**src/rtl/image_loader_pkg.sv**
```systemverilog
// ----------------------------------------------------------------------------
// image_loader_pkg
//   Shared definitions for the image loader: state encoding, default frame
//   geometry, checksum/timeout counter widths and a counter-width helper.
//   Also usable by the SAD control unit and the bench.
// ----------------------------------------------------------------------------
package image_loader_pkg;

   localparam int unsigned IMG_ROWS_DEF    = 480;
   localparam int unsigned IMG_COLS_DEF    = 40;
   localparam int unsigned PIX_W_DEF       = 8;
   localparam int unsigned ROW_AW_DEF      = 9;
   localparam int unsigned TIMEOUT_CYC_DEF = 100000;

   localparam int unsigned CHK_W = 16;
   localparam int unsigned TMO_W = 17;

   typedef enum logic [2:0] {
      ST_IDLE,
      ST_LOAD,
      ST_FLUSH,
      ST_DONE,
      ST_ERROR
   } load_state_t;

   // Width of a counter spanning 0..n-1, never less than one bit.
   function automatic int unsigned cnt_width(input int unsigned n);
      return (n > 1) ? $clog2(n) : 1;
   endfunction

endpackage

```
**src/rtl/image_loader_row_packer.sv**
```systemverilog
// ----------------------------------------------------------------------------
// image_loader_row_packer
//   Packs IMG_COLS consecutive pixel bytes into one row word. The first byte
//   of a row ends up in the least-significant pixel slot.
// Ports
//   clock     in   system clock, rising edge
//   reset     in   asynchronous, active-low
//   clear     in   restart a row: column counter and shift register to 0
//   shift_en  in   accept rx_data this cycle
//   rx_data   in   pixel byte
//   last_col  out  column counter is at IMG_COLS-1 (combinational)
//   row_we    out  registered 1-cycle strobe, row_data holds a complete row
//   row_data  out  registered packed row, holds between strobes
// ----------------------------------------------------------------------------
module image_loader_row_packer
   import image_loader_pkg::*;
#(
   parameter int unsigned IMG_COLS = IMG_COLS_DEF,
   parameter int unsigned PIX_W    = PIX_W_DEF
) (
   input  logic                      clock,
   input  logic                      reset,
   input  logic                      clear,
   input  logic                      shift_en,
   input  logic [PIX_W-1:0]          rx_data,
   output logic                      last_col,
   output logic                      row_we,
   output logic [IMG_COLS*PIX_W-1:0] row_data
);

   localparam int unsigned COL_W    = cnt_width(IMG_COLS);
   localparam int unsigned ROW_BITS = IMG_COLS * PIX_W;
   localparam logic [COL_W-1:0] COL_LAST = COL_W'(IMG_COLS - 1);

   logic [COL_W-1:0]    col;
   logic [ROW_BITS-1:0] shift_reg;
   logic [ROW_BITS-1:0] shift_next;

   always_comb begin
      shift_next = {rx_data, shift_reg[ROW_BITS-1:PIX_W]};
   end

   assign last_col = (col == COL_LAST);

   // row_data is a separate register from shift_reg, so the next row's first
   // byte can be shifted in on the cycle right after the row completes.
   always_ff @(posedge clock or negedge reset) begin
      if (!reset) begin
         col       <= '0;
         shift_reg <= '0;
         row_data  <= '0;
         row_we    <= 1'b0;
      end else begin
         row_we <= 1'b0;
         if (clear) begin
            col       <= '0;
            shift_reg <= '0;
         end else if (shift_en) begin
            shift_reg <= shift_next;
            if (last_col) begin
               col      <= '0;
               row_data <= shift_next;
               row_we   <= 1'b1;
            end else begin
               col <= col + 1'b1;
            end
         end
      end
   end

endmodule

```
**src/rtl/image_loader.sv**
```systemverilog
// ----------------------------------------------------------------------------
// image_loader
//   Receives a frame as a UART byte stream, packs IMG_COLS pixels per row and
//   writes rows 0..IMG_ROWS-1 to the image RAM in order. frameReady goes high
//   once the last row is committed. Keeps a 16-bit byte checksum and raises
//   loadError if the stream stalls for TIMEOUT_CYC cycles while loading.
// Ports
//   clock       in   system clock, rising edge
//   reset       in   asynchronous, active-low; clears all state
//   start       in   begin/restart a frame load (level)
//   rxValid     in   1-cycle strobe, rxData holds a new byte
//   rxData      in   received pixel byte
//   ramWe       out  image-RAM write enable, 1-cycle pulse per row
//   ramAddr     out  row address for ramWe
//   ramData     out  packed row, column c at [c*PIX_W +: PIX_W]
//   busy        out  high while loading or flushing the last row
//   frameReady  out  high once the full frame is written
//   loadError   out  high after an inter-byte timeout
//   checksum    out  sum of accepted bytes mod 2^16
// ----------------------------------------------------------------------------
module image_loader
   import image_loader_pkg::*;
#(
   parameter int unsigned IMG_ROWS    = IMG_ROWS_DEF,
   parameter int unsigned IMG_COLS    = IMG_COLS_DEF,
   parameter int unsigned PIX_W       = PIX_W_DEF,
   parameter int unsigned ROW_AW      = ROW_AW_DEF,
   parameter int unsigned TIMEOUT_CYC = TIMEOUT_CYC_DEF
) (
   input  logic                      clock,
   input  logic                      reset,
   input  logic                      start,
   input  logic                      rxValid,
   input  logic [PIX_W-1:0]          rxData,
   output logic                      ramWe,
   output logic [ROW_AW-1:0]         ramAddr,
   output logic [IMG_COLS*PIX_W-1:0] ramData,
   output logic                      busy,
   output logic                      frameReady,
   output logic                      loadError,
   output logic [CHK_W-1:0]          checksum
);

   localparam logic [ROW_AW-1:0] ROW_LAST  = ROW_AW'(IMG_ROWS - 1);
   localparam logic [TMO_W-1:0]  TMO_LIMIT = TMO_W'(TIMEOUT_CYC - 1);

   load_state_t       state;
   logic [ROW_AW-1:0] row;
   logic [TMO_W-1:0]  tmo_cnt;
   logic              accept;
   logic              restart;
   logic              last_col;

   // start wins over a same-cycle byte; FLUSH defers start until DONE.
   always_comb begin
      accept  = (state == ST_LOAD) && rxValid && !start;
      restart = start && (state != ST_FLUSH);
   end

   image_loader_row_packer #(
      .IMG_COLS (IMG_COLS),
      .PIX_W    (PIX_W)
   ) u_packer (
      .clock    (clock),
      .reset    (reset),
      .clear    (restart),
      .shift_en (accept),
      .rx_data  (rxData),
      .last_col (last_col),
      .row_we   (ramWe),
      .row_data (ramData)
   );

   always_ff @(posedge clock or negedge reset) begin
      if (!reset) begin
         state      <= ST_IDLE;
         row        <= '0;
         tmo_cnt    <= '0;
         checksum   <= '0;
         ramAddr    <= '0;
         busy       <= 1'b0;
         frameReady <= 1'b0;
         loadError  <= 1'b0;
      end else if (restart) begin
         state      <= ST_LOAD;
         row        <= '0;
         tmo_cnt    <= '0;
         checksum   <= '0;
         busy       <= 1'b1;
         frameReady <= 1'b0;
         loadError  <= 1'b0;
      end else begin
         case (state)
            ST_LOAD: begin
               if (accept) begin
                  checksum <= checksum + CHK_W'(rxData);
                  tmo_cnt  <= '0;
                  if (last_col) begin
                     // ramAddr lands on the same edge as the packer's ramWe.
                     ramAddr <= row;
                     if (row == ROW_LAST) begin
                        state <= ST_FLUSH;
                     end else begin
                        row <= row + 1'b1;
                     end
                  end
               end else if (tmo_cnt >= TMO_LIMIT) begin
                  state     <= ST_ERROR;
                  busy      <= 1'b0;
                  loadError <= 1'b1;
               end else if (tmo_cnt != '1) begin
                  tmo_cnt <= tmo_cnt + 1'b1;
               end
            end
            ST_FLUSH: begin
               state      <= ST_DONE;
               busy       <= 1'b0;
               frameReady <= 1'b1;
            end
            default: begin
            end
         endcase
      end
   end

endmodule

```
**config.mk**
```make
export PLATFORM = sky130hd
export DESIGN_NAME = image_loader
export DESIGN_NICKNAME = d
export VERILOG_FILES = /design/src/rtl/image_loader_pkg.sv /design/src/rtl/image_loader_row_packer.sv /design/src/rtl/image_loader.sv
export SDC_FILE = /design/constraint.sdc
export NUM_CORES = 1
export LEC_CHECK = 0
export ABC_AREA = 1
export CAP_MARGIN = 20
export CORE_ASPECT_RATIO = 2
export CORE_UTILIZATION = 56
export CTS_CLUSTER_DIAMETER = 60
export DETAILED_ROUTE_END_ITERATION = 7
export PLACE_DENSITY = 0.8
export SYNTH_ARGS = -nofsm -noshare
export SYNTH_HDL_FRONTEND = slang
export SYNTH_HIERARCHICAL = 1
export SYNTH_SLANG_ARGS = --single-unit
```
**constraint.sdc**
```tcl
create_clock -name clock -period 2.5 [get_ports clock]
set_input_delay 0.5 -clock clock [delete_from_list [all_inputs] [get_ports clock]]
set_output_delay 0.5 -clock clock [all_outputs]
set_load 0.02 [all_outputs]
```
==> results of run 1 <==
-- what timing repair did --
action,in CTS,in global routing
setup buffers,0,0
endpoints found under the hold margin,19,0
hold buffers,1,0
gates resized for setup,0,0
-- metrics by stage --
stage               cell area [sq um]  power [W]
CTS                             35550    0.02267
detailed placement              33860    0.01424
global placement                33860    0.01422
finish                          35550    0.02248
global route                    35550    0.02325
floorplan                       29010    0.01302
-- synthesized netlist by cell type --
cell type | n | area (sq um)
ha_1 | 12 | 150.1
nor2_1 | 236 | 885.9
buf_8 | 1 | 15.01
nand2_1 | 1355 | 5086
o21bai_1 | 3 | 22.52
a22o_1 | 1 | 8.760
nor3_1 | 11 | 55.05
inv_1 | 230 | 863.3
nand3_1 | 278 | 1391
o21ai_0 | 323 | 1617
o21a_1 | 1 | 7.510
a21oi_1 | 25 | 125.1
nand2_2 | 7 | 43.79
inv_2 | 3 | 11.26
o22ai_1 | 1 | 6.260
buf_2 | 103 | 515.5
buf_6 | 2 | 22.52
nand4_1 | 13 | 81.33
nand3b_1 | 3 | 22.52
clkbuf_1 | 60 | 225.2
mux2_2 | 1 | 11.26
nand4_2 | 1 | 12.51
dfrtp_1 | 696 | 17420
buf_1 | 11 | 41.29
or2_2 | 2 | 12.51
nor2_2 | 1 | 6.260
nand3_2 | 2 | 20.02
a22oi_1 | 1 | 7.510
nand3_4 | 2 | 35.03
nor2_8 | 1 | 20.02
xnor2_1 | 3 | 26.28
nor2_4 | 3 | 33.78
xor2_1 | 1 | 8.760
buf_4 | 24 | 180.2
fa_1 | 1 | 20.02
-- worst paths after layout --
kind | start | endpoint | slack [ns] | depth (start not counted)
setup / recovery | checksum[8] | checksum[8] | 0.25 | 1
hold / removal | reset | u_packer/shift_reg[160] | 0.41 | 2
setup reg to reg | state[2] | u_packer/shift_reg[100] | 0.38 | 9
hold reg to reg | u_packer/row_data[40] | u_packer/row_data[40] | 0.47 | 2
max in group asynchronous | reset | u_packer/shift_reg[74] | 1.16 | 3
min in group clock | u_packer/row_data[40] | u_packer/row_data[40] | 0.47 | 2
-- cell families after synthesis --
| family | count (synthesis) | synth area share, % |
|---|---|---|
| muxes | 1 | 0.03882 |
| DFF | 696 | 60.04 |
| adders and majority gates | 13 | 0.5866 |
| and+or+nand+nor | 1915 | 26.57 |
| buffers and inverters | 434 | 6.461 |
| AOI/OAI and AO/OA | 355 | 6.185 |
| xor gates and xnor gates | 4 | 0.1208 |
-- power by group --
part	switching [W]	internal, W	leakage (nW)
clock network	0.00406	0.00438	0.830
registers	0.0000966	0.0114	9.71
logic	0.00185	0.000737	7.01
-- final cells by class --
class                           count  area share (%)
Clock inverter                     17          0.3203
Multi-Input combinational cell   2288           27.38
Clock buffer                       79           4.414
Sequential cell                   696           49.00
Timing Repair Buffer              474           14.08
Inverter                          233           2.510
Tap cell                          654           2.302
-- per-layer routing --
layer	track usage, %	vias to the layer above	wire length, microns
met5	0	-	0
met4	15.16	0	3968
met3	3.810	184	4337
met2	51.60	899	39830
met1	37.03	11718	29780
li1	-	11344	-
==> results.json, run 1 <==
{
  "finalCritPeriodShare_pct": 89.91,
  "final_common_cell": "nand2_1",
  "netlist_area_sq_mm": 0.02901,
  "rsz0062_at_grt": "false",
  "vias": 24145,
  "antenna_found_initial": 0,
  "p_leak_nw": 17.55,
  "grt_max_degree": 97,
  "multi_input_area_sq_mm": 0.009733,
  "arrival_ns": 1.75,
  "yosysSeqAreaShare_pct": 60.04,
  "portBuffers": 360,
  "gr-usage-all-layers_pct": 30.01,
  "cp_slowest_stage_delay_ns": 0.68,
  "grt_pass1_wl_mm": 124.4,
  "antenna_cells": 0,
  "die-area_sq_mm": 0.05277,
  "hold_viol": 0,
  "start_util_pct": 56.78,
  "setup_tns_ns": 0,
  "period_minus_slack_ns": 2.248,
  "root_buffer": "clkbuf_16",
  "wl_mm": 77.91,
  "clk_path_buf_depth": 3,
  "ys_seq_elements": 696,
  "setup_viol": 0,
  "cts_tree": "built",
  "cp_slowest_cell": "clkdlybuf4s50_1",
  "cellPowerDensity_mw_per_mm2": 632.3,
  "drtAntennaViolNets": 0,
  "synthCells": 3418,
  "htree_levels": 2,
  "largest_register_ffs": 320,
  "place_congestion": 0.9170,
  "clk_latency_ns": 0.61,
  "ys_types": 35,
  "seqCellArea_sq_mm": 0.01742,
  "core_sq_mm": 0.05109,
  "path_max_fanout": 6,
  "holdWs_ns": 0.4090,
  "first_global_vias": 23621,
  "die_h_microns": 323.9,
  "syn_avg_cell_area_sq_um": 8.487,
  "core.rowCount": 117,
  "area_growth_pct": 22.55,
  "io_pins": 361,
  "pre_cts_ws_ns": -0.1663,
  "gr-total-overflow": 0,
  "dp_hpwl_mm": 52.60,
  "end_kind": "output port",
  "cts_buffers": 56,
  "drv_slew": 0,
  "worstMarginPinSlew_ns": 0.6055,
  "dieWidth_microns": 162.9,
  "worstHoldPathType": "input pin to asynchronous set/reset pin",
  "stdcell_count": 4441,
  "drive_gt1_share_pct": 5.809,
  "drt_iter0_drc": 2095,
  "crit_family": "buffers and inverters",
  "max-slew-margin-rel_pct": 59.33,
  "layout_common_cells": "nand2_1 (1355), dfrtp_1 (696), clkdlybuf4s50_1 (359)",
  "nFillCells": 3923,
  "drt-pass1-iter-count": 5,
  "wl_per_cell_microns": 17.54,
  "nNetsFinal": 3774,
  "vias_per_cell": 5.437,
  "outcome": "finished, final reports clean",
  "timing.final.ws_setup_ns": 0.2523,
  "path_cells": "clkdlybuf4s50_1",
  "achievable-frequency_mhz": 444.9,
  "clock_sinks": 696,
  "drc": 0,
  "syn_nets": 3443,
  "start_kind": "flip-flop",
  "yosys_warnings": 6,
  "path_clk_slew_ns": 0.07,
  "crit_required_ns": 2.00,
  "clock_skew_ns": 0.01465,
  "max_cap_violations": 0,
  "dp.cells": 4344,
  "utilization_pct": 69.58,
  "ir_worst_vdd_v": 0.0005352,
  "path_class": "flip-flop to output port",
  "timing.critical_path.buf_inv": 1
}
No activity file was read; power rests on OpenSTA's default activity.
==> run 2: changes to the inputs <==
MAX_ROUTING_LAYER = met4   (was unset)
==> run 2 against run 1 <==
  * Highest routed layer unchanged
  * Largest cell class unchanged
  * Combinational power about the same
  * Global-route usage rose by 1.5 points
  * Non-clock buffer count decreased by 11
==> results.json, run 2 (synthesized netlist as in run 1, its figures left out) <==
{
  "outcome": "finished, final reports clean",
  "end_kind": "output port",
  "post_cts.repair.setup_buffers": 0,
  "ir_worst_vdd_v": 0.0006444,
  "report.power.total_w": 0.02307,
  "io_pins": 361,
  "drive_gt1_share_pct": 5.815,
  "path_class": "flip-flop to output port",
  "path_clk_slew_ns": 0.07,
  "path_max_fanout": 6,
  "rsz0062_at_grt": "false",
  "cellPowerDensity_mw_per_mm2": 645.7,
  "die-area_sq_mm": 0.05277,
  "place_congestion": 0.9378,
  "max_cap_violations": 0,
  "pre_cts_ws_ns": -0.1529,
  "nNetsFinal": 3764,
  "cts_tree": "built",
  "portBuffers": 360,
  "reg2reg_slack_ns": 0.35,
  "core.rowCount": 117,
  "drt-pass1-iter-count": 6,
  "start_kind": "flip-flop",
  "reg2reg_from": "state[0]",
  "start_util_pct": 56.78,
  "path_cells": "clkdlybuf4s50_1",
  "hold_viol": 0,
  "first_global_vias": 23643,
  "cp_num_cells": 1,
  "crit_required_ns": 2.00,
  "clk_latency_ns": 0.61,
  "p_leak_nw": 17.60,
  "critPathCapture": "checksum[8]",
  "timing.critical_path.buf_inv": 1,
  "max-slew-margin-rel_pct": 38.96,
  "antenna_cells": 0,
  "dp_hpwl_mm": 52.47,
  "worstMarginPinSlew_ns": 0.9157,
  "achievable-frequency_mhz": 438.2,
  "grt_pass1_wl_mm": 126.4,
  "drv_slew": 0,
  "worstHoldPathType": "input pin to asynchronous set/reset pin",
  "antenna_found_initial": 0,
  "cp_slowest_stage_delay_ns": 0.69,
  "worstRegToRegCells": 9,
  "dieWidth_microns": 162.9,
  "cts_resized": 0,
  "largest_register_ffs": 320,
  "drc": 0,
  "die_h_microns": 323.9,
  "final_common_cell": "nand2_1",
  "drtAntennaViolNets": 0,
  "finalCritPeriodShare_pct": 91.28,
  "gr-total-overflow": 0,
  "crit_family": "buffers and inverters",
  "clock_sinks": 696,
  "crit_start": "checksum[8]",
  "wl_per_cell_microns": 17.80,
  "cp_slowest_cell": "clkdlybuf4s50_1",
  "clock_skew_ns": 0.01641,
  "area_growth_pct": 23.14,
  "setup_viol": 0,
  "period_minus_slack_ns": 2.282,
  "vias_per_cell": 5.445,
  "htree_levels": 2,
  "root_buffer": "clkbuf_16",
  "core_sq_mm": 0.05109,
  "clk_path_buf_depth": 3,
  "gr-usage-all-layers_pct": 31.49,
  "timing.final.ws_setup_ns": 0.2179,
  "r2r-end": "u_packer/row_data[151]",
  "arrival_ns": 1.78,
  "layout_common_cells": "nand2_1 (1355), dfrtp_1 (696), clkdlybuf4s50_1 (359)",
  "vias": 24161,
  "grt_max_degree": 185,
  "wl_mm": 78.97,
  "drt_iter0_drc": 2108,
  "cts_buffers": 57
}
-- run 2: cell count changes in the layout (fill, tap and decap cells not counted), moves of 2 or more --
cell,delta
inv_8,-2
buf_4,-15
clkbuf_8,+13
clkbuf_16,+2
buf_12,+4
clkinv_2,-3
clkbuf_1,-4
-- run 2: cell type report --
class                      instances  area, sq um
clock buffer                      90         1783
multi-input combinational       2288         9733
sequential                       696        17420
fill                            3940        15370
inverter                         233        892.1
clock inverter                    13        105.1
tap                              654        818.3
timing repair buffer             463         4972
-- run 2: through the flow --
stage                     cells  setup TNS, ns  cell area, sq um  utilization (%)  hold slack, ns
final                      4437              0             35720            69.92          0.4227
after global placement     4333        -0.1541             33820            66.20          0.4535
after CTS                  4437              0             35720            69.92          0.4205
after detailed placement   4333        -0.2502             33820            66.20          0.4569
after floorplan            3418              0             29010                -          0.2044
after global routing       4437              0             35720            69.92          0.4410
-- run 2: layer usage --
metal  global-route usage (%)  wire, microns  part of all wire (%)
met4                    15.06           3993                   5.1
met1                    38.44          30850                    39
met3                    3.363           3967                   5.0
met5                        -              0                     0
met2                    52.29          40160                    51
-- run 2: power by group --
| group | switching [W] | internal (W) | leakage, nW | total, W |
|---|---|---|---|---|
| Combinational | 0.00184 | 0.000715 | 6.96 | 0.00256 |
| Sequential | 0.0000949 | 0.0114 | 9.71 | 0.0115 |
| Clock | 0.00407 | 0.00499 | 0.929 | 0.00906 |
| Total | 0.00601 | 0.0171 | 17.6 | 0.0231 |
-- run 2: repair_timing --
action	4_1_cts	5_1_grt
hold endpoints to repair	28	0
endpoints found under the setup margin	0	0
hold buffers	1	0
-- run 2: worst min-delay path by stage --
stage	end	slack [ns]	depth (start not counted)	from
after floorplan	busy	0.20	0	reset
after global placement	u_packer/row_data[154]	0.45	1	reset
after detailed placement	u_packer/row_data[161]	0.46	1	reset
after CTS	u_packer/row_data[161]	0.42	2	reset
after global routing	u_packer/row_data[161]	0.44	2	reset
final	u_packer/row_data[161]	0.42	2	reset
